`src/rtl/hazard_scoreboard_if.sv`:
```
// Issue-side bundle between the ID stage and the hazard scoreboard.
// The ID stage drives the instruction fields and reads back stall, fire and forwarding selects.
interface hazard_scoreboard_if #(
    parameter int MAX_LAT = 4,
    parameter int AW      = 5
);
    localparam int SW = $clog2(MAX_LAT + 1);
    localparam int LW = $clog2(MAX_LAT + 1);

    logic               issue_valid;
    logic [AW-1:0]      issue_rs;
    logic [AW-1:0]      issue_rt;
    logic               issue_rs_used;
    logic               issue_rt_used;
    logic               issue_wr;
    logic [AW-1:0]      issue_rd;
    logic [LW-1:0]      issue_lat;
    logic               flush;
    logic [MAX_LAT-1:0] kill_mask;
    logic               stall;
    logic               issue_fire;
    logic [SW-1:0]      fwd_rs_sel;
    logic [SW-1:0]      fwd_rt_sel;
    logic [15:0]        stall_cnt;

    modport master (
        output issue_valid, issue_rs, issue_rt, issue_rs_used, issue_rt_used,
        output issue_wr, issue_rd, issue_lat, flush, kill_mask,
        input  stall, issue_fire, fwd_rs_sel, fwd_rt_sel, stall_cnt
    );

    modport slave (
        input  issue_valid, issue_rs, issue_rt, issue_rs_used, issue_rt_used,
        input  issue_wr, issue_rd, issue_lat, flush, kill_mask,
        output stall, issue_fire, fwd_rs_sel, fwd_rt_sel, stall_cnt
    );
endinterface

```
`src/rtl/hazard_scoreboard.sv`:
```
// Tracks in-flight destination registers, one entry per post-issue stage, and
// derives the ID stall and per-source forwarding stage from them.
module hazard_scoreboard #(
    parameter int MAX_LAT = 4,
    parameter int AW      = 5
) (
    input  logic          clk,
    input  logic          rst,
    hazard_scoreboard_if.slave bus
);
    localparam int SW = $clog2(MAX_LAT + 1);
    localparam int LW = $clog2(MAX_LAT + 1);

    logic [MAX_LAT:1] ent_valid;
    logic [AW-1:0]    ent_rd  [1:MAX_LAT];
    logic [LW-1:0]    ent_lat [1:MAX_LAT];

    logic [LW-1:0] lat_eff;
    logic          rs_hit;
    logic          rt_hit;
    logic [SW-1:0] rs_k;
    logic [SW-1:0] rt_k;
    logic [LW-1:0] rs_lat;
    logic [LW-1:0] rt_lat;
    logic          rs_live;
    logic          rt_live;
    logic          rs_haz;
    logic          rt_haz;
    logic          stall_int;
    logic          fire_int;

    // An entry killed while in the last stage retires regardless, so that bit has no effect.
    logic unused_kill_last;
    assign unused_kill_last = bus.kill_mask[MAX_LAT-1];

    always_comb begin
        lat_eff = bus.issue_lat;
        if (bus.issue_lat == '0) begin
            lat_eff = LW'(1);
        end else if (bus.issue_lat > LW'(MAX_LAT)) begin
            lat_eff = LW'(MAX_LAT);
        end
    end

    // Scanning oldest to youngest lets the youngest match overwrite older ones.
    always_comb begin
        rs_hit = 1'b0;
        rs_k   = '0;
        rs_lat = '0;
        rt_hit = 1'b0;
        rt_k   = '0;
        rt_lat = '0;
        for (int k = MAX_LAT; k >= 1; k--) begin
            if (ent_valid[k] && (ent_rd[k] == bus.issue_rs)) begin
                rs_hit = 1'b1;
                rs_k   = SW'(k);
                rs_lat = ent_lat[k];
            end
            if (ent_valid[k] && (ent_rd[k] == bus.issue_rt)) begin
                rt_hit = 1'b1;
                rt_k   = SW'(k);
                rt_lat = ent_lat[k];
            end
        end
    end

    always_comb begin
        rs_live   = rs_hit && bus.issue_rs_used && (bus.issue_rs != '0);
        rt_live   = rt_hit && bus.issue_rt_used && (bus.issue_rt != '0);
        rs_haz    = rs_live && (rs_k < rs_lat);
        rt_haz    = rt_live && (rt_k < rt_lat);
        stall_int = bus.issue_valid && !bus.flush && (rs_haz || rt_haz);
        fire_int  = bus.issue_valid && !bus.flush && !stall_int;
    end

    assign bus.stall      = stall_int;
    assign bus.issue_fire = fire_int;
    assign bus.fwd_rs_sel = rs_live ? rs_k : '0;
    assign bus.fwd_rt_sel = rt_live ? rt_k : '0;

    always_ff @(posedge clk or negedge rst) begin
        if (!rst) begin
            ent_valid <= '0;
            for (int k = 1; k <= MAX_LAT; k++) begin
                ent_rd[k]  <= '0;
                ent_lat[k] <= '0;
            end
        end else begin
            for (int k = MAX_LAT; k >= 2; k--) begin
                ent_valid[k] <= ent_valid[k-1] && !bus.kill_mask[k-2];
                ent_rd[k]    <= ent_rd[k-1];
                ent_lat[k]   <= ent_lat[k-1];
            end
            ent_valid[1] <= fire_int && bus.issue_wr && (bus.issue_rd != '0);
            ent_rd[1]    <= bus.issue_rd;
            ent_lat[1]   <= lat_eff;
        end
    end

    logic [15:0] stall_cnt_q;

    always_ff @(posedge clk or negedge rst) begin
        if (!rst) begin
            stall_cnt_q <= '0;
        end else if (stall_int && (stall_cnt_q != 16'hFFFF)) begin
            stall_cnt_q <= stall_cnt_q + 16'd1;
        end
    end

    assign bus.stall_cnt = stall_cnt_q;
endmodule

```
`src/flat_wrapper.sv`:
```
// flat-port wrapper written by rule: the top's interface ports become plain ports
module hazard_scoreboard_flat 
#(
    parameter int MAX_LAT = 4,
    parameter int AW      = 5
)
  (clk, rst, bus_issue_valid, bus_issue_rs, bus_issue_rt, bus_issue_rs_used, bus_issue_rt_used, bus_issue_wr, bus_issue_rd, bus_issue_lat, bus_flush, bus_kill_mask, bus_stall, bus_issue_fire, bus_fwd_rs_sel, bus_fwd_rt_sel, bus_stall_cnt);
  hazard_scoreboard_if #(.MAX_LAT(MAX_LAT), .AW(AW)) bus_i ();
  input  logic clk;
  input  logic rst;
  input wire logic [$bits(bus_i.issue_valid)-1:0] bus_issue_valid;
  input wire logic [$bits(bus_i.issue_rs)-1:0] bus_issue_rs;
  input wire logic [$bits(bus_i.issue_rt)-1:0] bus_issue_rt;
  input wire logic [$bits(bus_i.issue_rs_used)-1:0] bus_issue_rs_used;
  input wire logic [$bits(bus_i.issue_rt_used)-1:0] bus_issue_rt_used;
  input wire logic [$bits(bus_i.issue_wr)-1:0] bus_issue_wr;
  input wire logic [$bits(bus_i.issue_rd)-1:0] bus_issue_rd;
  input wire logic [$bits(bus_i.issue_lat)-1:0] bus_issue_lat;
  input wire logic [$bits(bus_i.flush)-1:0] bus_flush;
  input wire logic [$bits(bus_i.kill_mask)-1:0] bus_kill_mask;
  output wire logic [$bits(bus_i.stall)-1:0] bus_stall;
  output wire logic [$bits(bus_i.issue_fire)-1:0] bus_issue_fire;
  output wire logic [$bits(bus_i.fwd_rs_sel)-1:0] bus_fwd_rs_sel;
  output wire logic [$bits(bus_i.fwd_rt_sel)-1:0] bus_fwd_rt_sel;
  output wire logic [$bits(bus_i.stall_cnt)-1:0] bus_stall_cnt;
  assign bus_i.issue_valid = bus_issue_valid;
  assign bus_i.issue_rs = bus_issue_rs;
  assign bus_i.issue_rt = bus_issue_rt;
  assign bus_i.issue_rs_used = bus_issue_rs_used;
  assign bus_i.issue_rt_used = bus_issue_rt_used;
  assign bus_i.issue_wr = bus_issue_wr;
  assign bus_i.issue_rd = bus_issue_rd;
  assign bus_i.issue_lat = bus_issue_lat;
  assign bus_i.flush = bus_flush;
  assign bus_i.kill_mask = bus_kill_mask;
  assign bus_stall = bus_i.stall;
  assign bus_issue_fire = bus_i.issue_fire;
  assign bus_fwd_rs_sel = bus_i.fwd_rs_sel;
  assign bus_fwd_rt_sel = bus_i.fwd_rt_sel;
  assign bus_stall_cnt = bus_i.stall_cnt;
  hazard_scoreboard #(.MAX_LAT(MAX_LAT), .AW(AW)) u_core (.clk(clk), .rst(rst), .bus(bus_i));
endmodule
```
`config.mk`:
```
export PLATFORM = sky130hd
export DESIGN_NAME = hazard_scoreboard_flat
export DESIGN_NICKNAME = d
export VERILOG_FILES = /design/src/rtl/hazard_scoreboard_if.sv /design/src/rtl/hazard_scoreboard.sv /design/src/flat_wrapper.sv
export SDC_FILE = /design/constraint.sdc
export NUM_CORES = 1
export LEC_CHECK = 0
export ABC_AREA = 1
export CAP_MARGIN = 20
export CORE_MARGIN = 8
export CORE_UTILIZATION = 48
export CTS_CLUSTER_SIZE = 8
export DETAILED_ROUTE_END_ITERATION = 10
export PLACE_DENSITY = 0.76
export SKIP_LAST_GASP = 1
export SYNTH_ARGS = -nofsm -noshare
export SYNTH_HDL_FRONTEND = slang
export SYNTH_SLANG_ARGS = --single-unit
```
`constraint.sdc`:
```
create_clock -name clk -period 4.8 [get_ports clk]
set_clock_uncertainty 0.2 [all_clocks]
set_input_delay 1.44 -clock clk [delete_from_list [all_inputs] [get_ports clk]]
set_output_delay 1.44 -clock clk [all_outputs]
set_load 0.03 [all_outputs]
```
==> results.yml, run 1 <==
power:
  pwr-share-comb_pct: 18.8
  power.internal_uw: 645
  p_seq_share_pct: 52.0
  swShare_pct: 28.6
  p_leak_nw: 2.32
  power_density_mw_per_mm2: 190
  ir_drop_v: 0.000146
  p_sw_uw: 258
  p_total_uw: 904
  clock_power_share_pct: 29.2
placed_design:
  postPlaceCellArea_sq_mm: 0.00410
  dp_hpwl_um: 6790
  port_buffers: 51
  dp.cells: 610
  place_congestion: 0.929
  pre_cts_ws_ns: -0.962
setup_path:
  critPathBufInv: 6
  crit_chain: "buf_6 -> inv_4 -> nand2_2 -> nand2_2 -> nor2_2 -> nand3_4 -> nand2_4 -> buf_4 -> o221ai_2 -> o22ai_1 -> inv_1 -> ha_4 -> a21o_1 -> nor3_2 -> nand2_2 -> nand2_4 -> inv_4 -> nor3_4 -> buf_6"
  cpMostUsedCell: "nand2_2"
  r2r_slack_ns: 1.54
  crit_arrival_ns: 3.54
  cp-start-kind: "input pin"
  reg2reg_to: "u_core.bus.stall_cnt[1]"
  regToRegStartpoint: "u_core.ent_rd[10]"
  required_ns: 3.16
  crit_path_max_incr_delay_ns: 0.18
  critPathKind: "in -> out"
  end_kind: "output pin"
  crit_family: "simple AND/OR/NAND/NOR gates"
  slowest_stage: "a21o_1"
  path_max_fanout: 6
  ff2ff_path_depth: 19
synthesis:
  ys_async_sr_fraction_pct: 100
  ys.flop_type: "dfrtp_1"
  syn_inst: 443
  synth-seq-cells: 52
  synth_edf_count: 0
  ys_seq_area_share_pct: 41.1
  ys_warn_count: 0
  syn_avg_cell_area_sq_um: 7.15
  synthDistinctLibCells: 32
  syn-num-nets: 477
  syn_area_sq_mm: 0.00317
job:
  max-cap-violations: 0
cells_and_area:
  fin_cells: 628
  fill_cells: 458
  diodes: 0
  synthToLayoutAreaGrowth_pct: 50.0
  utilization_pct: 74.8
  nNetsFinal: 584
  design_area_sq_mm: 0.00475
  drive_above_1_share_pct: 35.0
sta:
  setup_viol: 2
  setup_tns_ns: -0.732
  rsz0062_at_grt: "true"
  whs_ns: 0.161
  fin_crit_ns: 5.18
  period_share_pct: 108
  relSlewSlack_pct: 48.1
  finalHoldViolCount: 0
  report.final.slew_viol_count: 0
  timing.fmax_ghz: 0.193
  worst_slack_ns: -0.377
  tightest_slew_ns: 0.777
clock_tree:
  cts.clk_slew.worst_paths_ns: 0.10
  root_buffer: "clkbuf_8"
  clock_path_buffers: 2
  cts_buffers: 5
  tritoncts: "built"
  clkLatencyLatePin_ns: 0.31
  clock_tree.htree_level_count: 2
  clock-sinks: 52
min_path:
  hold_end: "u_core.ent_lat[0]"
  holdPathStages: 0
  hold_path.class: "reg -> reg"
  holdCritStartpoint: "u_core.ent_lat[3]"
floorplanning:
  num_rows: 29
  die_area_sq_mm: 0.00945
  dieWidth_um: 97.2
  io_pins: 53
  die_h_um: 97.2
  initial_core_util_pct: 49.9
  core_sq_mm: 0.00635
global_routing:
  grt_util_met2_pct: 33.6
  grt_pass1_wl_um: 15700
  grt_use_met1_pct: 23.2
  antenna_found_initial: 0
  grt.overflow.total: 0
  grtUsageMet3_pct: 3.98
  grt_max_degree: 36
  grt_pass1_vias: 3483
  grt-busiest-layer: "met2"
  grt_use_total_pct: 19.7
drt:
  drc_errors: 0
  vias_per_cell: 5.48
  drt_pass1_iterations: 7
  drtAntennaViolNets: 0
  wl_per_cell_um: 15.9
  vias: 3443
  wl_um: 9960
  drtIter0Drc: 273
outcome:
  violations: "negative setup slack"
  status: "finished, violations left"
==> repair_timing <==
action | CTS | global route
hold buffers | 0 | 0
setup endpoints to repair | 7 | 2
buffers inserted | 9 | 2
hold endpoints to repair | 0 | 0
resized for setup | 103 | 90
pin swaps | 44 | 31
==> logic make-up after synthesis <==
| kind of cell | after synthesis | synth area share [%] |
|---|---|---|
| xor gates and xnor gates | 14 | 3.87 |
| adders and majority gates | 5 | 1.98 |
| DFF | 52 | 41.1 |
| and+or+nand+nor | 275 | 38.7 |
| buffers and inverters | 67 | 8.30 |
| AOI/OAI and AO/OA | 30 | 6.09 |
==> layout by cell type, fill, tap and decap left out, types with 2 or more instances in the layout <==
cell type | netlist | final
nor4_1 | 2 | 2
inv_2 | 10 | 10
buf_6 | 1 | 11
nor2_2 | 2 | 12
nand2_4 | 2 | 14
nor2_1 | 57 | 35
a21oi_2 | 0 | 2
dfrtp_1 | 52 | 52
o221ai_2 | 0 | 4
a211oi_1 | 2 | 2
nand2_1 | 151 | 115
nand3_2 | 6 | 4
nand2_2 | 4 | 28
a21o_1 | 2 | 2
clkdlybuf4s50_1 | 0 | 32
inv_4 | 0 | 6
nor3_2 | 3 | 3
o21ai_0 | 7 | 3
nand3_4 | 1 | 4
xor2_1 | 11 | 11
a21oi_1 | 6 | 4
clkbuf_8 | 0 | 6
o21ai_1 | 2 | 4
ha_4 | 0 | 3
inv_8 | 0 | 2
o22ai_1 | 4 | 3
buf_12 | 0 | 2
nand3_1 | 15 | 14
inv_1 | 52 | 43
buf_8 | 0 | 5
xnor2_1 | 3 | 3
buf_4 | 1 | 54
nor2_4 | 0 | 12
nor3_1 | 10 | 9
nand4_1 | 21 | 21
==> routing by layer <==
metal / wire [um] / vias up
li1: - / 1623
met2: 5090 / 142
met1: 3860 / 1634
met5: 0 / -
met4: 409 / 0
met3: 593 / 44
==> how the worst max path moves through the flow <==
stage / from / endpoint / depth (start not counted)
4_1_cts: bus_issue_rs[4] / bus_stall / 18
5_1_grt: bus_issue_rs[1] / bus_stall / 19
3_3_place_gp: bus_issue_rt[3] / bus_stall / 19
2_1_floorplan: bus_issue_rt[4] / bus_stall / 16
6_report: bus_issue_rs[1] / bus_stall / 19
3_5_place_dp: bus_issue_rt[3] / bus_stall / 19
==> power by group through the flow <==
stage	logic (mW)	registers [mW]	clock network [mW]
finish	0.170	0.470	0.264
global route	0.183	0.471	0.283
CTS	0.141	0.467	0.268
detailed placement	0.126	0.475	0
global placement	0.123	0.474	0
floorplan	0.0558	0.471	0
==> synth_stat cells, drive strengths merged, types with 3 or more instances <==
cell type | count | area share, %
o21ai | 9 | 1.4
nand2 | 157 | 19
nor2 | 59 | 7.2
o221ai | 4 | 1.1
nand3 | 22 | 4.8
clkbuf | 3 | 0.36
xor2 | 11 | 3.0
o22ai | 4 | 0.79
nor3 | 13 | 2.5
xnor2 | 3 | 0.83
nand4 | 21 | 4.2
dfrtp | 52 | 41
inv | 62 | 7.4
a21oi | 6 | 0.95
ha | 5 | 2.0
==> state kept, by name (all words and copies together), names as in the netlist <==
| name | cells |
|---|---|
| u_core.ent_lat | 12 |
| u_core.ent_valid | 4 |
| u_core.bus.stall_cnt | 16 |
| u_core.ent_rd | 20 |
==> area by class of cell <==
class                           count  area (sq um)  area share [%]
Multi-Input combinational cell    324          2010            42.4
Timing Repair Buffer              105           970            20.4
Inverter                           62           275            5.80
Sequential cell                    52          1300            27.4
Clock buffer                        7          86.3            1.82
Tap cell                           77          96.3            2.03
Clock inverter                      1          7.51           0.158
No activity file was read; power rests on OpenSTA's default activity.
==> run 2, diff against run 1 <==
- PLACE_DENSITY: 0.76 -> 0.82
==> results.yml, run 2 (synthesis gave the netlist of run 1 again) <==
clock_tree:
  cts.clk_slew.worst_paths_ns: 0.10
  tritoncts: "built"
  root_buffer: "clkbuf_8"
  clock-sinks: 52
  clock_path_buffers: 2
  clock_tree.htree_level_count: 2
  cts_buffers: 5
  clkLatencyLatePin_ns: 0.31
  hold_buffers: 0
sta:
  relSlewSlack_pct: 49.2
  timing.fmax_ghz: 0.192
  rsz0062_at_grt: "true"
  finalHoldViolCount: 0
  report.final.slew_viol_count: 0
  period_share_pct: 109
  worst_slack_ns: -0.414
  whs_ns: 0.148
  setup_viol: 2
  tightest_slew_ns: 0.759
  fin_crit_ns: 5.21
setup_path:
  critPathBufInv: 7
  slowest_stage: "ha_4"
  end_kind: "output pin"
  crit_path_max_incr_delay_ns: 0.24
  cp-start-kind: "input pin"
  crit_chain: "buf_6 -> buf_6 -> nand2_2 -> nand2_2 -> nor2_2 -> buf_4 -> nand3_2 -> nand2_4 -> buf_4 -> nor2_1 -> nand2_1 -> inv_1 -> ha_4 -> a21o_1 -> nor3_2 -> nand2_2 -> nand2_4 -> inv_4 -> nor3_4 -> buf_6"
  path_max_fanout: 4
  r2r_slack_ns: 1.68
  critPathKind: "in -> out"
  crit_arrival_ns: 3.57
  crit_family: "simple AND/OR/NAND/NOR gates"
  required_ns: 3.16
global_routing:
  grt_max_degree: 50
  antenna_found_initial: 0
  grt_use_total_pct: 18.6
  grt_pass1_vias: 3273
  grt.overflow.total: 0
  grt_pass1_wl_um: 14900
drt:
  drtIter0Drc: 162
  vias: 3343
  drt_pass1_iterations: 4
  drtAntennaViolNets: 0
  wl_um: 9290
  drc_errors: 0
  vias_per_cell: 5.32
  wl_per_cell_um: 14.8
cells_and_area:
  final_common_cell: "nand2_1"
  layout.cells.most_common_list: "132 x nand2_1, 52 x buf_4, 52 x dfrtp_1"
  utilization_pct: 72.8
  diodes: 0
  top_register: "u_core.ent_rd"
  largest_reg_flops: 20
  synthToLayoutAreaGrowth_pct: 46.0
  design_area_sq_mm: 0.00462
  fin_cells: 628
  fill_cells: 472
  drive_above_1_share_pct: 29.6
  nNetsFinal: 585
job:
  max-cap-violations: 0
floorplanning:
  die_h_um: 97.2
  core_sq_mm: 0.00635
  die_area_sq_mm: 0.00945
  num_rows: 29
  io_pins: 53
  initial_core_util_pct: 49.9
  dieWidth_um: 97.2
placed_design:
  port_buffers: 51
  place_congestion: 0.917
  postPlaceCellArea_sq_mm: 0.00411
  dp_hpwl_um: 6470
  dp.cells: 611
power:
  power_density_mw_per_mm2: 210
  p_leak_nw: 2.31
  ir_drop_v: 0.000209
outcome:
  violations: "negative setup slack"
  status: "finished, violations left"
min_path:
  hold_path.class: "reg -> reg"
==> run 2: cell type report <==
cell class / count / area, sq um / share of cell area (%)
multi-input cells: 324 / 1880 / 40.6
well taps: 77 / 96.3 / 2.09
flip-flops and latches: 52 / 1300 / 28.2
inverters: 62 / 258 / 5.58
clock buffers: 5 / 68.8 / 1.49
repair buffers: 106 / 958 / 20.7
clock inverters: 2 / 60.1 / 1.30
==> run 2: worst paths after layout <==
kind	depth (start not counted)	to	from
min in group asynchronous	1	u_core.bus.stall_cnt[11]	rst
hold reg to reg	0	u_core.ent_lat[0]	u_core.ent_lat[3]
setup reg to reg	19	u_core.bus.stall_cnt[6]	u_core.ent_rd[14]
hold / removal	0	u_core.ent_lat[0]	u_core.ent_lat[3]
setup / recovery	20	bus_stall	bus_issue_rs[0]
max in group asynchronous	3	u_core.ent_valid[2]	rst
==> run 2: stage by stage <==
stage	total power [mW]	TNS, ns	setup slack, ns
after floorplan	0.526	-0.157	-0.157
after global placement	0.595	-2.44	-0.918
after detailed placement	0.600	-2.75	-0.969
after CTS	0.957	-0.862	-0.446
after global routing	1.01	-1.04	-0.520
final	0.970	-0.775	-0.414
==> run 2: layer usage <==
layer	share of wire [%]	routed length, um	GRT usage, %
met1	40	3760	21.8
met2	52	4790	33.4
met3	5.5	511	3.77
met4	2.5	231	4.66
met5	0	0	0
==> run 2: timing repair <==
| action | CTS | global route |
|---|---|---|
| gates cloned | 0 | 0 |
| endpoints found under the setup margin | 7 | 3 |
| resized for setup | 78 | 54 |
| buffers inserted | 4 | 5 |
| pin swaps | 33 | 32 |
==> run 2: power by group <==
group / internal (mW) / total, mW / switching, mW
sequential: 0.453 / 0.467 / 0.0141
clock: 0.205 / 0.351 / 0.146
combinational: 0.0674 / 0.152 / 0.0845
==> run 3, diff against run 2 <==
- SLEW_MARGIN: default -> 5
==> results.yml, run 3 (synthesis gave the netlist of run 1 again) <==
outcome:
  status: "finished, violations left"
  violations: "negative setup slack"
clock_tree:
  clock_tree.htree_level_count: 2
  tritoncts: "built"
  clock-sinks: 52
  cts_buffers: 5
  hold_buffers: 0
  root_buffer: "clkbuf_8"
  clock_path_buffers: 2
  cts.clk_slew.worst_paths_ns: 0.10
  clkLatencyLatePin_ns: 0.31
drt:
  drt_pass1_iterations: 5
  drtIter0Drc: 204
  wl_um: 9330
  vias_per_cell: 5.34
  wl_per_cell_um: 14.9
  drtAntennaViolNets: 0
  vias: 3354
  drc_errors: 0
global_routing:
  grt_use_total_pct: 18.6
  grt_pass1_vias: 3273
  antenna_found_initial: 0
  grt_pass1_wl_um: 14900
  grt.overflow.total: 0
  grt_max_degree: 50
cells_and_area:
  drive_above_1_share_pct: 29.6
  top_register: "u_core.ent_rd"
  diodes: 0
  final_common_cell: "nand2_1"
  layout.cells.most_common_list: "132 x nand2_1, 52 x buf_4, 52 x dfrtp_1"
  design_area_sq_mm: 0.00462
  nNetsFinal: 585
  synthToLayoutAreaGrowth_pct: 46.0
  largest_reg_flops: 20
setup_path:
  end_kind: "output pin"
  reg2reg_to: "u_core.bus.stall_cnt[6]"
  crit_arrival_ns: 3.56
  cp-start-kind: "input pin"
  r2r_slack_ns: 1.69
  slowest_stage: "ha_4"
  path_max_fanout: 4
  crit_family: "simple AND/OR/NAND/NOR gates"
  crit_chain: "buf_6 -> buf_6 -> nand2_2 -> nand2_2 -> nor2_2 -> buf_4 -> nand3_2 -> nand2_4 -> buf_4 -> nor2_1 -> nand2_1 -> inv_1 -> ha_4 -> a21o_1 -> nor3_2 -> nand2_2 -> nand2_4 -> inv_4 -> nor3_4 -> buf_6"
  critPathKind: "in -> out"
  critPathBufInv: 7
  required_ns: 3.16
  crit_path_max_incr_delay_ns: 0.24
  startpoint: "bus_issue_rs[0]"
  regToRegStartpoint: "u_core.ent_rd[14]"
  ff2ff_path_depth: 19
sta:
  setup_viol: 2
  setup_tns_ns: -0.743
  tightest_slew_ns: 0.735
  rsz0062_at_grt: "true"
  worst_slack_ns: -0.398
  fin_crit_ns: 5.20
  relSlewSlack_pct: 50.8
  timing.fmax_ghz: 0.192
  period_share_pct: 108
  finalHoldViolCount: 0
  report.final.slew_viol_count: 0
job:
  max-cap-violations: 0
floorplanning:
  initial_core_util_pct: 49.9
  die_area_sq_mm: 0.00945
  io_pins: 53
  core_sq_mm: 0.00635
  num_rows: 29
  dieWidth_um: 97.2
  die_h_um: 97.2
placed_design:
  postPlaceCellArea_sq_mm: 0.00411
  pre_cts_ws_ns: -0.969
  port_buffers: 51
  place_congestion: 0.917
  dp_hpwl_um: 6470
min_path:
  hold_end: "u_core.ent_lat[0]"
  holdCritStartpoint: "u_core.ent_lat[3]"
  hold_path.class: "reg -> reg"
  holdPathStages: 0
power:
  p_leak_nw: 2.31
  power_density_mw_per_mm2: 211
  ir_drop_v: 0.000218
run 3: cell counts in the layout (fill, tap and decap cells not counted):
Identical to the previous run, type by type.
run 3: worst max path at each step:
| stage | endpoint | cells after the start | slack (ns) |
|---|---|---|---|
| floorplan | bus_stall | 16 | -0.16 |
| global placement | bus_stall | 19 | -0.92 |
| detailed placement | bus_stall | 19 | -0.97 |
| CTS | bus_stall | 19 | -0.45 |
| global route | bus_stall | 19 | -0.52 |
| finish | bus_stall | 20 | -0.40 |
run 3: routing by layer:
metal,part of all wire (%),GRT usage [%],vias to the layer above
li1,-,-,1627
met1,41,21.8,1582
met2,51,33.4,117
met3,5.7,3.77,28
met4,2.7,4.66,0
met5,0,0,-
run 3: layout make-up:
type	instances	area (sq um)
inverter	62	258
fill	470	1730
clock buffer	5	68.8
clock inverter	2	60.1
tap	77	96.3
multi-input combinational	324	1880
timing repair buffer	106	958
sequential	52	1300
run 3: per-stage QoR:
step           hold slack, ns  util (%)  cells  power [mW]
6_report                0.154      72.8    628       0.975
5_1_grt                 0.165      72.8    628        1.01
4_1_cts                 0.151      68.7    622       0.957
3_5_place_dp            0.143      64.7    611       0.600
3_3_place_gp            0.135      64.7    611       0.595
2_1_floorplan           0.131         -    443       0.526
run 3: repair_timing:
action / CTS / global route
hold endpoints to repair: 0 / 0
pin swaps: 33 / 32
gates resized for setup: 78 / 54
setup buffers: 4 / 5
endpoints found under the setup margin: 7 / 3
run 3: report_power, final:
part / total [mW] / switching [mW] / leakage [nW] / internal (mW)
logic: 0.152 / 0.0846 / 1.58 / 0.0674
clock network: 0.356 / 0.151 / 0.0642 / 0.205
registers: 0.467 / 0.0141 / 0.659 / 0.453
total: 0.975 / 0.250 / 2.31 / 0.725
